[src/rtl/serdes_rr_arbiter_if.sv]
// Bus bundle between upstream lane sources, the arbiter and the downstream byte sink.
interface serdes_rr_arbiter_if #(
  parameter int unsigned NUM_CH = 4,
  parameter int unsigned CH_W   = 2,
  parameter int unsigned DATA_W = 8
);
  logic [NUM_CH*DATA_W-1:0] req_data_i;
  logic [NUM_CH-1:0]        req_valid_i;
  logic [NUM_CH-1:0]        req_ready_o;
  logic [DATA_W-1:0]        data_o;
  logic [CH_W-1:0]          ch_o;
  logic                     valid_o;
  logic                     ready_i;
  logic [NUM_CH-1:0]        grant_o;
  logic                     busy_o;

  // Arbiter view
  modport slave (
    input  req_data_i, req_valid_i, ready_i,
    output req_ready_o, data_o, ch_o, valid_o, grant_o, busy_o
  );

  // Source/sink view
  modport master (
    output req_data_i, req_valid_i, ready_i,
    input  req_ready_o, data_o, ch_o, valid_o, grant_o, busy_o
  );
endinterface

[src/rtl/serdes_rr_arbiter.sv]
// Round-robin burst arbiter merging NUM_CH byte lanes into one registered byte stream.
module serdes_rr_arbiter #(
  parameter int unsigned NUM_CH    = 4,
  parameter int unsigned CH_W      = 2,
  parameter int unsigned DATA_W    = 8,
  parameter int unsigned MAX_BURST = 4
) (
  input  logic                 clk_i,
  input  logic                 rst_i,
  serdes_rr_arbiter_if.slave   bus
);
  localparam int unsigned CNT_W = 4;

  typedef enum logic [2:0] {
    S_IDLE    = 3'b001,
    S_BURST   = 3'b010,
    S_RELEASE = 3'b100
  } state_t;

  state_t              state, state_n;
  logic [NUM_CH-1:0]   grant, grant_n;
  logic [CH_W-1:0]     last_grant, last_grant_n;
  logic [CNT_W-1:0]    cnt, cnt_n;
  logic [CH_W-1:0]     pick;
  logic                pick_found;
  logic [DATA_W-1:0]   data;
  logic [CH_W-1:0]     ch;
  logic                valid;
  logic                can_load;
  logic                cur_valid;
  logic                load;

  // Rotating-priority search starting just above the last granted channel
  always_comb begin
    int unsigned idx;
    idx        = 0;
    pick       = last_grant;
    pick_found = 1'b0;
    for (int unsigned i = 1; i <= NUM_CH; i++) begin
      idx = (32'(last_grant) + i) % NUM_CH;
      if (!pick_found && bus.req_valid_i[idx]) begin
        pick       = CH_W'(idx);
        pick_found = 1'b1;
      end
    end
  end

  // Beat acceptance: last_grant doubles as the id of the channel currently granted
  always_comb begin
    can_load  = !valid || bus.ready_i;
    cur_valid = bus.req_valid_i[last_grant];
    load      = (state == S_BURST) && cur_valid && can_load;
    bus.req_ready_o = (state == S_BURST && can_load) ? grant : '0;
  end

  // State and grant registers
  always_ff @(posedge clk_i) begin
    if (rst_i) begin
      state      <= S_IDLE;
      grant      <= '0;
      last_grant <= CH_W'(NUM_CH - 1);
      cnt        <= '0;
    end else begin
      state      <= state_n;
      grant      <= grant_n;
      last_grant <= last_grant_n;
      cnt        <= cnt_n;
    end
  end

  // Next-state: arbitrate, count burst beats, force one dead cycle on release
  always_comb begin
    state_n      = state;
    grant_n      = grant;
    last_grant_n = last_grant;
    cnt_n        = cnt;
    unique case (state)
      S_IDLE: begin
        grant_n = '0;
        if (pick_found) begin
          grant_n      = NUM_CH'(1) << pick;
          last_grant_n = pick;
          cnt_n        = '0;
          state_n      = S_BURST;
        end
      end
      S_BURST: begin
        if (!cur_valid) begin
          grant_n = '0;
          cnt_n   = '0;
          state_n = S_RELEASE;
        end else if (load) begin
          cnt_n = cnt + CNT_W'(1);
          if ((cnt + CNT_W'(1)) == CNT_W'(MAX_BURST)) begin
            grant_n = '0;
            cnt_n   = '0;
            state_n = S_RELEASE;
          end
        end
      end
      S_RELEASE: begin
        grant_n = '0;
        cnt_n   = '0;
        state_n = S_IDLE;
      end
      default: begin
        grant_n = '0;
        cnt_n   = '0;
        state_n = S_IDLE;
      end
    endcase
  end

  // One-entry output stage; drains independently of the arbitration state
  always_ff @(posedge clk_i) begin
    if (rst_i) begin
      data  <= '0;
      ch    <= '0;
      valid <= 1'b0;
    end else if (load) begin
      data  <= bus.req_data_i[32'(last_grant)*DATA_W +: DATA_W];
      ch    <= last_grant;
      valid <= 1'b1;
    end else if (bus.ready_i) begin
      valid <= 1'b0;
    end
  end

  assign bus.data_o  = data;
  assign bus.ch_o    = ch;
  assign bus.valid_o = valid;
  assign bus.grant_o = grant;
  assign bus.busy_o  = (state != S_IDLE);

endmodule

[src/flat_wrapper.sv]
// flat-port wrapper written by rule: the top's interface ports become plain ports
module serdes_rr_arbiter_flat 
#(
  parameter int unsigned NUM_CH    = 4,
  parameter int unsigned CH_W      = 2,
  parameter int unsigned DATA_W    = 8,
  parameter int unsigned MAX_BURST = 4
)
  (clk_i, rst_i, bus_req_data_i, bus_req_valid_i, bus_ready_i, bus_req_ready_o, bus_data_o, bus_ch_o, bus_valid_o, bus_grant_o, bus_busy_o);
  serdes_rr_arbiter_if #(.NUM_CH(NUM_CH), .CH_W(CH_W), .DATA_W(DATA_W)) bus_i ();
  input  logic clk_i;
  input  logic rst_i;
  input wire logic [$bits(bus_i.req_data_i)-1:0] bus_req_data_i;
  input wire logic [$bits(bus_i.req_valid_i)-1:0] bus_req_valid_i;
  input wire logic [$bits(bus_i.ready_i)-1:0] bus_ready_i;
  output wire logic [$bits(bus_i.req_ready_o)-1:0] bus_req_ready_o;
  output wire logic [$bits(bus_i.data_o)-1:0] bus_data_o;
  output wire logic [$bits(bus_i.ch_o)-1:0] bus_ch_o;
  output wire logic [$bits(bus_i.valid_o)-1:0] bus_valid_o;
  output wire logic [$bits(bus_i.grant_o)-1:0] bus_grant_o;
  output wire logic [$bits(bus_i.busy_o)-1:0] bus_busy_o;
  assign bus_i.req_data_i = bus_req_data_i;
  assign bus_i.req_valid_i = bus_req_valid_i;
  assign bus_i.ready_i = bus_ready_i;
  assign bus_req_ready_o = bus_i.req_ready_o;
  assign bus_data_o = bus_i.data_o;
  assign bus_ch_o = bus_i.ch_o;
  assign bus_valid_o = bus_i.valid_o;
  assign bus_grant_o = bus_i.grant_o;
  assign bus_busy_o = bus_i.busy_o;
  serdes_rr_arbiter #(.NUM_CH(NUM_CH), .CH_W(CH_W), .DATA_W(DATA_W), .MAX_BURST(MAX_BURST)) u_core (.clk_i(clk_i), .rst_i(rst_i), .bus(bus_i));
endmodule
[config.mk]
export PLATFORM = sky130hd
export DESIGN_NAME = serdes_rr_arbiter_flat
export DESIGN_NICKNAME = d
export VERILOG_FILES = /design/src/rtl/serdes_rr_arbiter_if.sv /design/src/rtl/serdes_rr_arbiter.sv /design/src/flat_wrapper.sv
export SDC_FILE = /design/constraint.sdc
export NUM_CORES = 1
export LEC_CHECK = 0
export ABC_AREA = 1
export CAP_MARGIN = 20
export CORE_MARGIN = 2
export CORE_UTILIZATION = 48
export CTS_CLUSTER_SIZE = 25
export DETAILED_ROUTE_END_ITERATION = 8
export PLACE_DENSITY = 0.95
export SYNTH_ARGS = -nofsm -noshare
export SYNTH_HDL_FRONTEND = slang
export SYNTH_SLANG_ARGS = --single-unit
export TNS_END_PERCENT = 50
[constraint.sdc]
create_clock -name clk_i -period 4.09 [get_ports clk_i]
set_input_delay 0.409 -clock clk_i [delete_from_list [all_inputs] [get_ports clk_i]]
set_output_delay 0.409 -clock clk_i [all_outputs]
set_load 0.05 [all_outputs]
# Word-level counts from Yosys, hierarchy flattened
# Cells that the tools add are included.
# op_classes
magnitude_cmp,5
muxes,36
n_shift,2
addsub,5
reduce_logical,16
n_eq_ne,7
# op_table
op,count
$mux W4,9
$shiftx A32 B6 Y8,1
$pmux W4 S2,2
$lt A2 B3 Y1 const B,5
$mux W3,4
$mux W1,11
$bmux W1 S2,5
$mux W2,4
$logic_and A1 B1 Y1,6
$ne A3 B3 Y1 const B,2
$pmux W3 S2,1
$reduce_and A2 Y1,3
$add A2 B1 Y2 const B,2
$add A2 B2 Y2 const B,2
$add A4 B1 Y4 const B,1
$eq A4 B3 Y1 const B,1
$logic_not A1 Y1,4
$shl A1 B2 Y4 const A,1
$eq A3 B1 Y1 const B,1
$eq A3 B2 Y1 const B,1
$ne A3 B1 Y1 const B,1
$reduce_and A3 Y1,1
$ne A2 B1 Y1 const B,1
$reduce_bool A2 Y1,1
$logic_or A1 B1 Y1,1
# totals
ff_bits,24
out_inout_bits,20
wordCells,78
inputBits,39

# Depth between registers and ports, before layout
# Gate-level depths: netlist of run 1.
# depth
word_depth,16
ltp_mapped,13
mapped_depth_nobuf,12

# Least setup slack after synthesis of run 1
# No wires, ideal clock.
# synth_path
path_type,reg-to-output
start,register u_core.valid (netlist: u_core.bus.valid_o)
end,output bus_req_ready_o[0]
arrival_time_ps,1448
path_slack_ps,2233
stages_incl_launch_ff,6
t_required_ps,3681
n_path_buf,0
path_cell_list,dfxtp_1 -> inv_1 -> nor2_1 -> inv_1 -> nand2_1 -> nor2_1
# synth_between
elab_chain_cells,4
# synth_lines
item,line,rtl
from (decl),serdes_rr_arbiter.sv:28,logic valid;
from (signal assigned),serdes_rr_arbiter.sv:119,valid <= 1'b0;
from (signal assigned),serdes_rr_arbiter.sv:123,valid <= 1'b1;
from (signal assigned),serdes_rr_arbiter.sv:125,valid <= 1'b0;
$logic_not A1 Y1,serdes_rr_arbiter.sv:50,can_load = !valid || bus.ready_i;
$logic_or A1 B1 Y1,serdes_rr_arbiter.sv:50,
$logic_and A1 B1 Y1,serdes_rr_arbiter.sv:53,bus.req_ready_o = (state == S_BURST && can_load) ? grant : '0;
$mux W4,serdes_rr_arbiter.sv:53,
to (decl),flat_wrapper.sv:16,output wire logic [$bits(bus_i.req_ready_o)-1:0] bus_req_ready_o;
# No other way between the ends.

# Worst setup path in the final report of run 1
# layout_path
start,input bus_ready_i
end,output bus_req_ready_o[1]
# layout_between
elab_chain_cells,3
# layout_lines
item,line,rtl
from (decl),flat_wrapper.sv:15,input wire logic [$bits(bus_i.ready_i)-1:0] bus_ready_i;
$logic_or A1 B1 Y1,serdes_rr_arbiter.sv:50,
$logic_and A1 B1 Y1,serdes_rr_arbiter.sv:53,
$mux W4,serdes_rr_arbiter.sv:53,
# No other way between the ends.

==> run_results.csv, run 1 <==
group,metric,value,unit
timing,rsz0062_at_grt,"no",
timing,worst_pin_slew,0.993,ns
min_path,hold_depth,2,
grt,grt_antenna_before_repair,0,
cells_and_area,syn_to_final_growth,39.1,%
clock_tree,cts_hold_buf,0,
setup_path,rrSetupSlack,1.78,ns
status,status,"completed",
setup_path,critical-path-slowest-cell,"clkdlybuf4s50_1",
placed_design,port_buffers,58,
run,cap_violations,0,
grt,first_global_vias,1661,
die,rows,20,
die,dieArea,3810,µm²
logic_synthesis,synthCells,245,
power,ir_drop,246,µV
logic_synthesis,synth_area_leaders,"dfxtp_1 30%, nand2_1 14%, nand3_1 11%",
cells_and_area,num_antenna_cells,0,
timing,slew_viol_final,0,
min_path,hold_start,"u_core.bus.grant_o[0]",
cells_and_area,drive_gt1_share,12.2,%
die,die_h,61.7,µm
clock_tree,insertion_delay,0.32,ns
timing,setup-violations-final,0,
min_path,min_path_type,"flip-flop to flip-flop",
routing,met3_length,249,µm
routing,vias,1751,
power,p_per_area,637,nW/µm²
cells_and_area,fin_nets,338,
routing,drtIter0Drc,65,
setup_path,crit_chain,"clkdlybuf4s50_1, nor2_1, inv_1, nand2_1, nor2_1, clkdlybuf4s50_1",
routing,met1_length,1640,µm
grt,grt_start_max_net_pins,28,
setup_path,cpPeakStageDelay,0.81,ns
cells_and_area,post-route-util,71.6,%
timing,finalHoldViolCount,0,
logic_synthesis,ys_seq_area_share,30.1,%
setup_path,reg2reg_depth,12,
die,core-area,3100,µm²
logic_synthesis,yosys.area.top_type_share,30.1,%
logic_synthesis,netlist_area,1600,µm²
placed_design,dp_hpwl,2960,µm
min_path,hold-path-endpoint,"u_core.bus.grant_o[0]",
placed_design,gp_congestion,0.876,
grt,grt_pass1_wl,6560,µm
die,die_w,61.7,µm
power,p_total,1.42,mW
routing,wl,3900,µm
setup_path,crit_type,"input port to output port",
logic_synthesis,syn_nets,286,
routing,wl_per_cell,11.5,µm
routing,drc,0,
timing,fin_setup_tns,0,ns
logic_synthesis,synthMuxAreaShare,0,%
setup_path,r2r_end,"u_core.bus.grant_o[3]",
die,num_io_pins,59,
timing,finalCriticalPeriod,2.48,ns
logic_synthesis,synthDistinctLibCells,30,
timing,slew_headroom,33.7,%
timing,fin_crit_sh,60.6,%
logic_synthesis,synth_top_cell_by_area,"dfxtp_1",
setup_path,critPathMaxFanout,4,
routing,drt_first_pass_iters,5,
timing,fmax,0.403,GHz
clock_tree,cts.reportedPaths.clkPinSlew,0.13,ns
logic_synthesis,synth_compound_area_share,10.4,%
clock_tree,cts_setup_buffers,0,
clock_tree,clock-root-buffer,"clkbuf_4",
logic_synthesis,synth_top_family_by_area,"simple AND/OR/NAND/NOR gates",
setup_path,start_kind,"input port",
clock_tree,cts_tree,"built",
die,initial_utilization,51.5,%
setup_path,cp-end-kind,"output port",
grt,groute.usage.overall,22.2,%
clock_tree,numCtsBuffers,3,
routing,via_per_inst,5.15,
logic_synthesis,synthXorXnorAreaFrac,1.10,%
logic_synthesis,ys_ff_latch,24,
routing,ant_nets,0,
setup_path,regToRegStartpoint,"u_core.last_grant[0]",
routing,dr_wl_met2,1970,µm
logic_synthesis,synth-adder-area-share,1.57,%
logic_synthesis,yosys_warnings,0,
logic_synthesis,syn_avg_cell_area,6.52,µm²
setup_path,cp.arrival,2.07,ns
routing,top_layer,"met4",
timing,finClkSkew,0.0159,ns
clock_tree,cts_sinks,24,
grt,grt_overflow,0,
setup_path,required,3.68,ns
clock_tree,clock_path_buffers,2,
clock_tree,cts_resized,0,
clock_tree,htreeDepth,1,
logic_synthesis,synthSimpleGateAreaFrac,47.4,%
power,power_leakage,0.942,nW
==> cells in the mapped netlist, drive strengths merged <==
master	n
dfxtp	24
nand3	38
a211oi	1
ha	2
a31oi	1
nand4	9
nor3	1
xor2	2
a21oi	10
o21bai	1
buf	6
o21ai	13
nor2	34
nand2	75
or2	1
o211ai	1
clkbuf	6
inv	20
==> power by group <==
| group | leakage, nW | internal, mW | switching, mW |
|---|---|---|---|
| combinational | 0.718 | 0.304 | 0.586 |
| clock | 0.0279 | 0.0991 | 0.0745 |
| sequential | 0.195 | 0.292 | 0.0609 |
==> worst max-delay path: cells and delay by family <==
family                 cells  cell delay (ns)
and+or+nand+nor            3             0.29
buffers and inverters      3             1.37
==> stage by stage <==
stage          std cells  cell area [µm²]  hold slack, ns  worst slack, ns
6_report             340             2220           0.491             1.61
5_1_grt              340             2220           0.525             1.49
3_3_place_gp         336             2170           0.468             1.64
4_1_cts              340             2220           0.494             1.59
3_5_place_dp         336             2170           0.474             1.59
2_1_floorplan        245             1600           0.459             2.23
==> per-layer routing <==
layer  up-vias  global-route usage, %
met3         4                   4.55
met4         0                   7.29
met5         -                      0
met1       780                   24.5
met2        67                   42.1
li1        900                      -
==> worst max path at each step <==
| stage | to | slack (ns) | depth (start not counted) | startpoint |
|---|---|---|---|---|
| floorplan | bus_req_ready_o[0] | 2.23 | 5 | u_core.bus.valid_o |
| global placement | bus_req_ready_o[2] | 1.64 | 6 | bus_ready_i |
| detailed placement | bus_req_ready_o[1] | 1.59 | 6 | bus_ready_i |
| CTS | bus_req_ready_o[1] | 1.59 | 6 | bus_ready_i |
| global route | bus_req_ready_o[1] | 1.49 | 6 | u_core.state[0] |
| finish | bus_req_ready_o[1] | 1.61 | 6 | bus_ready_i |
==> kinds of logic after synthesis <==
kind of cell               after synthesis
adders and majority gates                2
and+or+nand+nor                        158
xor gates and xnor gates                 2
AOI/OAI and AO/OA                       27
buffers and inverters                   32
DFF                                     24
==> flip-flops by register name (all words and copies together) (netlist names) <==
| name | cells |
|---|---|
| u_core.state | 3 |
| u_core.bus.data_o | 8 |
| u_core.cnt | 4 |
| u_core.bus.valid_o | 1 |
| u_core.last_grant | 2 |
| u_core.bus.grant_o | 4 |
| u_core.bus.ch_o | 2 |
==> cell type report <==
type | count | area [µm²]
repair buffers | 59 | 588
clock inverters | 1 | 30.0
flip-flops and latches | 24 | 480
clock buffers | 3 | 22.5
well taps | 44 | 55.1
multi-input cells | 189 | 966
fillers | 276 | 881
inverters | 20 | 80.1
==> layout by cell type, fill, tap and decap left out, drive strengths merged <==
master,instances
nand2,75
clkdlybuf4s50,58
nand3,38
nor2,34
dfxtp,24
inv,20
o21ai,13
a21oi,10
nand4,9
clkbuf,3
xor2,2
ha,2
nor3,1
a211oi,1
o21bai,1
or2,1
a31oi,1
o211ai,1
bufinv,1
buf,1
No activity file was read; power rests on OpenSTA's default activity.
==> inputs of run 2 (changes only) <==
Settings changed: CORE_UTILIZATION 48 to 44, PLACE_DENSITY 0.95 to 0.88.
Clock period 4.09 ns to 2.5 ns, I/O delays scaled along.
==> run 2 against run 1 <==
Effect of this change: non-clock buffer count rose by 3; core utilization decreased by 6.1 points; critical path depth shrank 1; final area is 0.68% higher; die area increased by 8.5%; worst hold slack better by 0.0027 ns; combinational power grew 69%; sequential share of layout area down 0.15 points; register-to-register slack worse by 1.3 ns; flip-flop and latch count is the same; setup slack worse by 1.1 ns; clock power is 65% higher; highest routed layer unchanged.
==> run_results.csv, run 2 (synthesis results as in run 1) <==
group,metric,value,unit
timing,fin_crit_sh,79.3,%
timing,worst_pin_slew,0.532,ns
timing,slew_headroom,64.4,%
power,p_total,2.34,mW
cells_and_area,final_common_cell,"nand2_1",
setup_path,start_kind,"flip-flop",
min_path,hold_start,"u_core.bus.grant_o[2]",
grt,first_global_vias,1546,
setup_path,cpPeakStageDelay,0.78,ns
routing,drt_first_pass_iters,4,
setup_path,r2r_end,"u_core.bus.grant_o[1]",
placed_design,dpl_cell_area,2180,µm²
min_path,hold_depth,2,
die,dieArea,4130,µm²
timing,fin_setup_tns,0,ns
clock_tree,clock-root-buffer,"clkbuf_4",
routing,ant_nets,0,
timing,setup-violations-final,0,
setup_path,regToRegStartpoint,"u_core.last_grant[0]",
clock_tree,cts_resized,0,
die,die_h,64.3,µm
setup_path,required,2.25,ns
cells_and_area,layout_common_cells,"61 x nand2_1, 54 x clkdlybuf4s50_1, 36 x nand3_1, 30 x nor2_1, 24 x dfxtp_1",
setup_path,cp_common_cell,"inv_1",
clock_tree,htreeDepth,1,
clock_tree,cts_tree,"built",
setup_path,path_delay_family,"buffers and inverters",
timing,finClkSkew,0.00878,ns
cells_and_area,multiInputGateArea,966,µm²
die,die_w,64.3,µm
run,cap_violations,0,
setup_path,crit_type,"flip-flop to output port",
cells_and_area,num_antenna_cells,0,
setup_path,crit_buf_inv,4,
setup_path,rrSetupSlack,0.53,ns
cells_and_area,fill_cells,312,
min_path,hold-path-endpoint,"u_core.bus.grant_o[2]",
die,rows,21,
setup_path,critical-path-slowest-cell,"clkdlybuf4s50_1",
clock_tree,cts_hold_buf,0,
grt,groute.usage.overall,20.2,%
clock_tree,cts.reportedPaths.clkPinSlew,0.13,ns
power,p_per_area,1050,nW/µm²
timing,slew_viol_final,0,
cells_and_area,regArea,480,µm²
timing,rsz0062_at_grt,"no",
clock_tree,cts_sinks,24,
status,status,"completed",
clock_tree,cts_setup_buffers,0,
timing,finalHoldViolCount,0,
placed_design,gp_congestion,0.910,
clock_tree,clock_path_buffers,2,
timing,finalCriticalPeriod,1.98,ns
cells_and_area,largest_register_ffs,8,
setup_path,reg2reg_depth,11,
min_path,min_path_type,"flip-flop to flip-flop",
cells_and_area,drive_gt1_share,14.4,%
timing,fmax,0.505,GHz
routing,wl_per_cell,11.5,µm
setup_path,crit_chain,"inv_1, nor3_1, buf_4, inv_1, clkdlybuf4s50_1",
routing,vias,1722,
grt,grt_overflow,0,
placed_design,port_buffers,58,
die,initial_utilization,46.8,%
grt,grt_pass1_wl,6590,µm
power,power_leakage,0.964,nW
routing,wl,3970,µm
clock_tree,numCtsBuffers,3,
setup_path,cp.arrival,1.73,ns
die,num_io_pins,59,
grt,grt_antenna_before_repair,0,
die,core-area,3420,µm²
routing,via_per_inst,4.99,
power,ir_drop,417,µV
routing,drtIter0Drc,50,
timing,postLayoutSetupSlackWorst,0.518,ns
placed_design,dp_hpwl,3070,µm
cells_and_area,design_area,2240,µm²
grt,grt_start_max_net_pins,26,
clock_tree,insertion_delay,0.34,ns
cells_and_area,fin_nets,341,
setup_path,cp-end-kind,"output port",
placed_design,dp_slack,0.573,ns
routing,drc,0,
cells_and_area,syn_to_final_growth,40.0,%
setup_path,critPathMaxFanout,4,
## run 2: cell types whose count changed in the layout (fill, tap and decap cells not counted)
| cell | before | now |
|---|---|---|
| clkdlybuf4s50_1 | 58 | 54 |
| buf_4 | 1 | 8 |
## run 2: worst max path at each step
stage                                       to  depth (start not counted)                  from
after global routing      u_core.last_grant[0]                         12  u_core.last_grant[0]
after floorplan             bus_req_ready_o[0]                          5    u_core.bus.valid_o
after CTS                           bus_busy_o                          5       u_core.state[0]
after detailed placement  u_core.last_grant[0]                         12  u_core.last_grant[0]
final                               bus_busy_o                          5       u_core.state[0]
after global placement    u_core.last_grant[1]                         11  u_core.last_grant[0]
## run 2: per-layer routing
metal  part of all wire, %  GRT usage (%)  vias to the layer above
met3                   6.6           5.81                        9
met4                   2.1           7.71                        0
met2                    48           36.5                       56
met1                    43           22.2                      753
met5                     0              0                        -
li1                      -              -                      904
## run 2: through the flow
stage | hold slack (ns) | instances | utilization [%]
2_1_floorplan | 0.350 | 245 | -
3_3_place_gp | 0.467 | 341 | 64.0
3_5_place_dp | 0.473 | 341 | 64.0
4_1_cts | 0.501 | 345 | 65.5
5_1_grt | 0.525 | 345 | 65.5
6_report | 0.494 | 345 | 65.5
## run 2: cell type report
type	count	area share, %
Multi-Input combinational cell	189	43.2
Sequential cell	24	21.5
Timing Repair Buffer	62	26.8
Inverter	20	3.58
Clock inverter	1	1.34
Clock buffer	3	1.01
Tap cell	46	2.57
## run 2: worst min-delay path, delay by kind of cell, from the launching register on
family	cells	cell delay, ns
flops	1	0.35
compound gates	1	0.05
simple gates	1	0.06
## run 2: where the power goes
part | switching (mW) | internal [mW] | total (mW)
registers | 0.0766 | 0.477 | 0.554
logic | 0.982 | 0.519 | 1.50
clock network | 0.125 | 0.163 | 0.287
==> inputs of run 3 (changes only) <==
Settings changed: CORE_UTILIZATION 44 to 40, PLACE_DENSITY 0.88 to 0.85.
Clock period 2.5 ns to 1.8 ns, I/O delays scaled along.
==> run 3 against run 2 <==
Effect of this change: count of clock-buffer cells in the layout increased by 1; clock power increased by 25%; die area increased by 9.4%; flip-flop and latch count unchanged; non-clock buffer count increased by 4; critical path type unchanged.
==> run_results.csv, run 3 (synthesis results as in run 1) <==
group,metric,value,unit
cells_and_area,design_area,2330,µm²
setup_path,cpPeakStageDelay,0.30,ns
timing,rsz0062_at_grt,"no",
clock_tree,cts.reportedPaths.clkPinSlew,0.08,ns
timing,finalHoldViolCount,0,
setup_path,reg2reg_depth,9,
cells_and_area,largest_register_ffs,8,
grt,first_global_vias,1559,
routing,wl_per_cell,11.3,µm
placed_design,dp_slack,-0.0746,ns
setup_path,start_kind,"flip-flop",
clock_tree,cts_sinks,24,
min_path,hold-path-endpoint,"u_core.bus.data_o[5]",
setup_path,critPathMaxFanout,4,
cells_and_area,fin_nets,345,
setup_path,rrSetupSlack,0.18,ns
status,status,"completed",
die,die_w,67.2,µm
routing,drt_first_pass_iters,6,
run,cap_violations,0,
timing,slew_headroom,59.8,%
setup_path,crit_type,"flip-flop to output port",
grt,grt_antenna_before_repair,0,
cells_and_area,num_antenna_cells,0,
setup_path,cp-end-kind,"output port",
timing,finalHoldWorstSlack,0.490,ns
die,die_h,67.2,µm
clock_tree,clock-root-buffer,"clkbuf_8",
die,dieArea,4520,µm²
setup_path,crit_chain,"inv_1, nand2_1, nor2_1, buf_4, nand2_1, nor2_1, buf_12",
power,p_per_area,1410,nW/µm²
setup_path,required,1.62,ns
setup_path,cp.arrival,1.45,ns
placed_design,gp_congestion,0.855,
routing,drtIter0Drc,74,
clock_tree,insertion_delay,0.26,ns
die,num_io_pins,59,
clock_tree,htreeDepth,1,
timing,finClkSkew,0.00321,ns
die,core-area,3740,µm²
clock_tree,clock_path_buffers,2,
placed_design,dp_hpwl,3190,µm
routing,wl,3980,µm
timing,fin_crit_sh,90.5,%
timing,fmax,0.614,GHz
routing,ant_nets,0,
power,ir_drop,528,µV
grt,grt_start_max_net_pins,24,
cells_and_area,final_common_cell,"nand2_1",
timing,setup-violations-final,0,
cells_and_area,layout_common_cells,"61 x nand2_1, 53 x clkdlybuf4s50_1, 36 x nand3_1, 30 x nor2_1, 23 x dfxtp_1",
clock_tree,cts_tree,"built",
routing,via_per_inst,4.88,
die,rows,22,
timing,finalCriticalPeriod,1.63,ns
timing,postLayoutSetupSlackWorst,0.172,ns
clock_tree,numCtsBuffers,3,
die,initial_utilization,42.7,%
cells_and_area,syn_to_final_growth,45.8,%
power,power_leakage,0.998,nW
setup_path,critical-path-slowest-cell,"dfxtp_1",
timing,fin_setup_tns,0,ns
grt,groute.usage.overall,19.3,%
timing,slew_viol_final,0,
cells_and_area,drive_gt1_share,16.2,%
setup_path,r2r_end,"u_core.bus.grant_o[1]",
clock_tree,cts_hold_buf,0,
routing,drc,0,
placed_design,dpl_cell_area,2260,µm²
placed_design,port_buffers,58,
power,p_total,3.28,mW
timing,worst_pin_slew,0.598,ns
min_path,hold_depth,2,
min_path,min_path_type,"flip-flop to flip-flop",
min_path,hold_start,"u_core.bus.data_o[5]",
routing,vias,1713,
grt,grt_overflow,0,
setup_path,regToRegStartpoint,"u_core.last_grant[1]",
grt,grt_pass1_wl,6710,µm
run 3: cell types whose count changed in the layout (fill, tap and decap cells not counted), sizes merged:
cell / before / now
bufinv: 1 / 0
clkdlybuf4s50: 54 / 53
clkbuf: 3 / 4
buf: 8 / 13
run 3: through the flow:
| stage | utilization [%] | cells |
|---|---|---|
| final | 62.2 | 351 |
| after global routing | 62.2 | 351 |
| after CTS | 62.0 | 351 |
| after detailed placement | 60.5 | 347 |
| after global placement | 60.5 | 347 |
| after floorplan | - | 245 |
run 3: final cells by class:
type | count | area (µm²)
Sequential cell | 24 | 484
Clock buffer | 4 | 55.1
Timing Repair Buffer | 66 | 682
Tap cell | 48 | 60.1
Inverter | 20 | 82.6
Fill cell | 352 | 1410
Multi-Input combinational cell | 189 | 966
run 3: repair_timing:
| item | in CTS | in global routing |
|---|---|---|
| endpoints found under the setup margin | 1 | 4 |
| resized for setup | 1 | 3 |
| setup buffers | 0 | 0 |
run 3: layer usage:
metal	track usage (%)	share of wire (%)	vias up
met5	0	0	-
li1	-	-	913
met1	22.6	43	736
met4	4.34	1.1	0
met2	35.9	50	60
met3	3.83	6.3	4
run 3: worst max path at each step:
stage | end | from
detailed placement | u_core.bus.ch_o[1] | bus_req_valid_i[3]
global placement | u_core.bus.ch_o[0] | bus_req_valid_i[3]
floorplan | bus_req_ready_o[0] | u_core.bus.valid_o
CTS | u_core.bus.ch_o[1] | u_core.last_grant[1]
global route | u_core.cnt[0] | u_core.last_grant[1]
finish | bus_req_ready_o[0] | u_core.state[0]
run 3: power breakdown:
part           switching, mW  internal [mW]  total [mW]  leakage, nW
combinational           1.38          0.756        2.14        0.773
clock                  0.164          0.195       0.359       0.0288
sequential             0.112          0.669       0.780        0.196
total                   1.66           1.62        3.28        0.998
run 3: critical path: cells and delay by family, from the launching register on:
kind          cells  cell delay [ns]
buf+inv           3             0.38
simple gates      4             0.50
flops             1             0.30
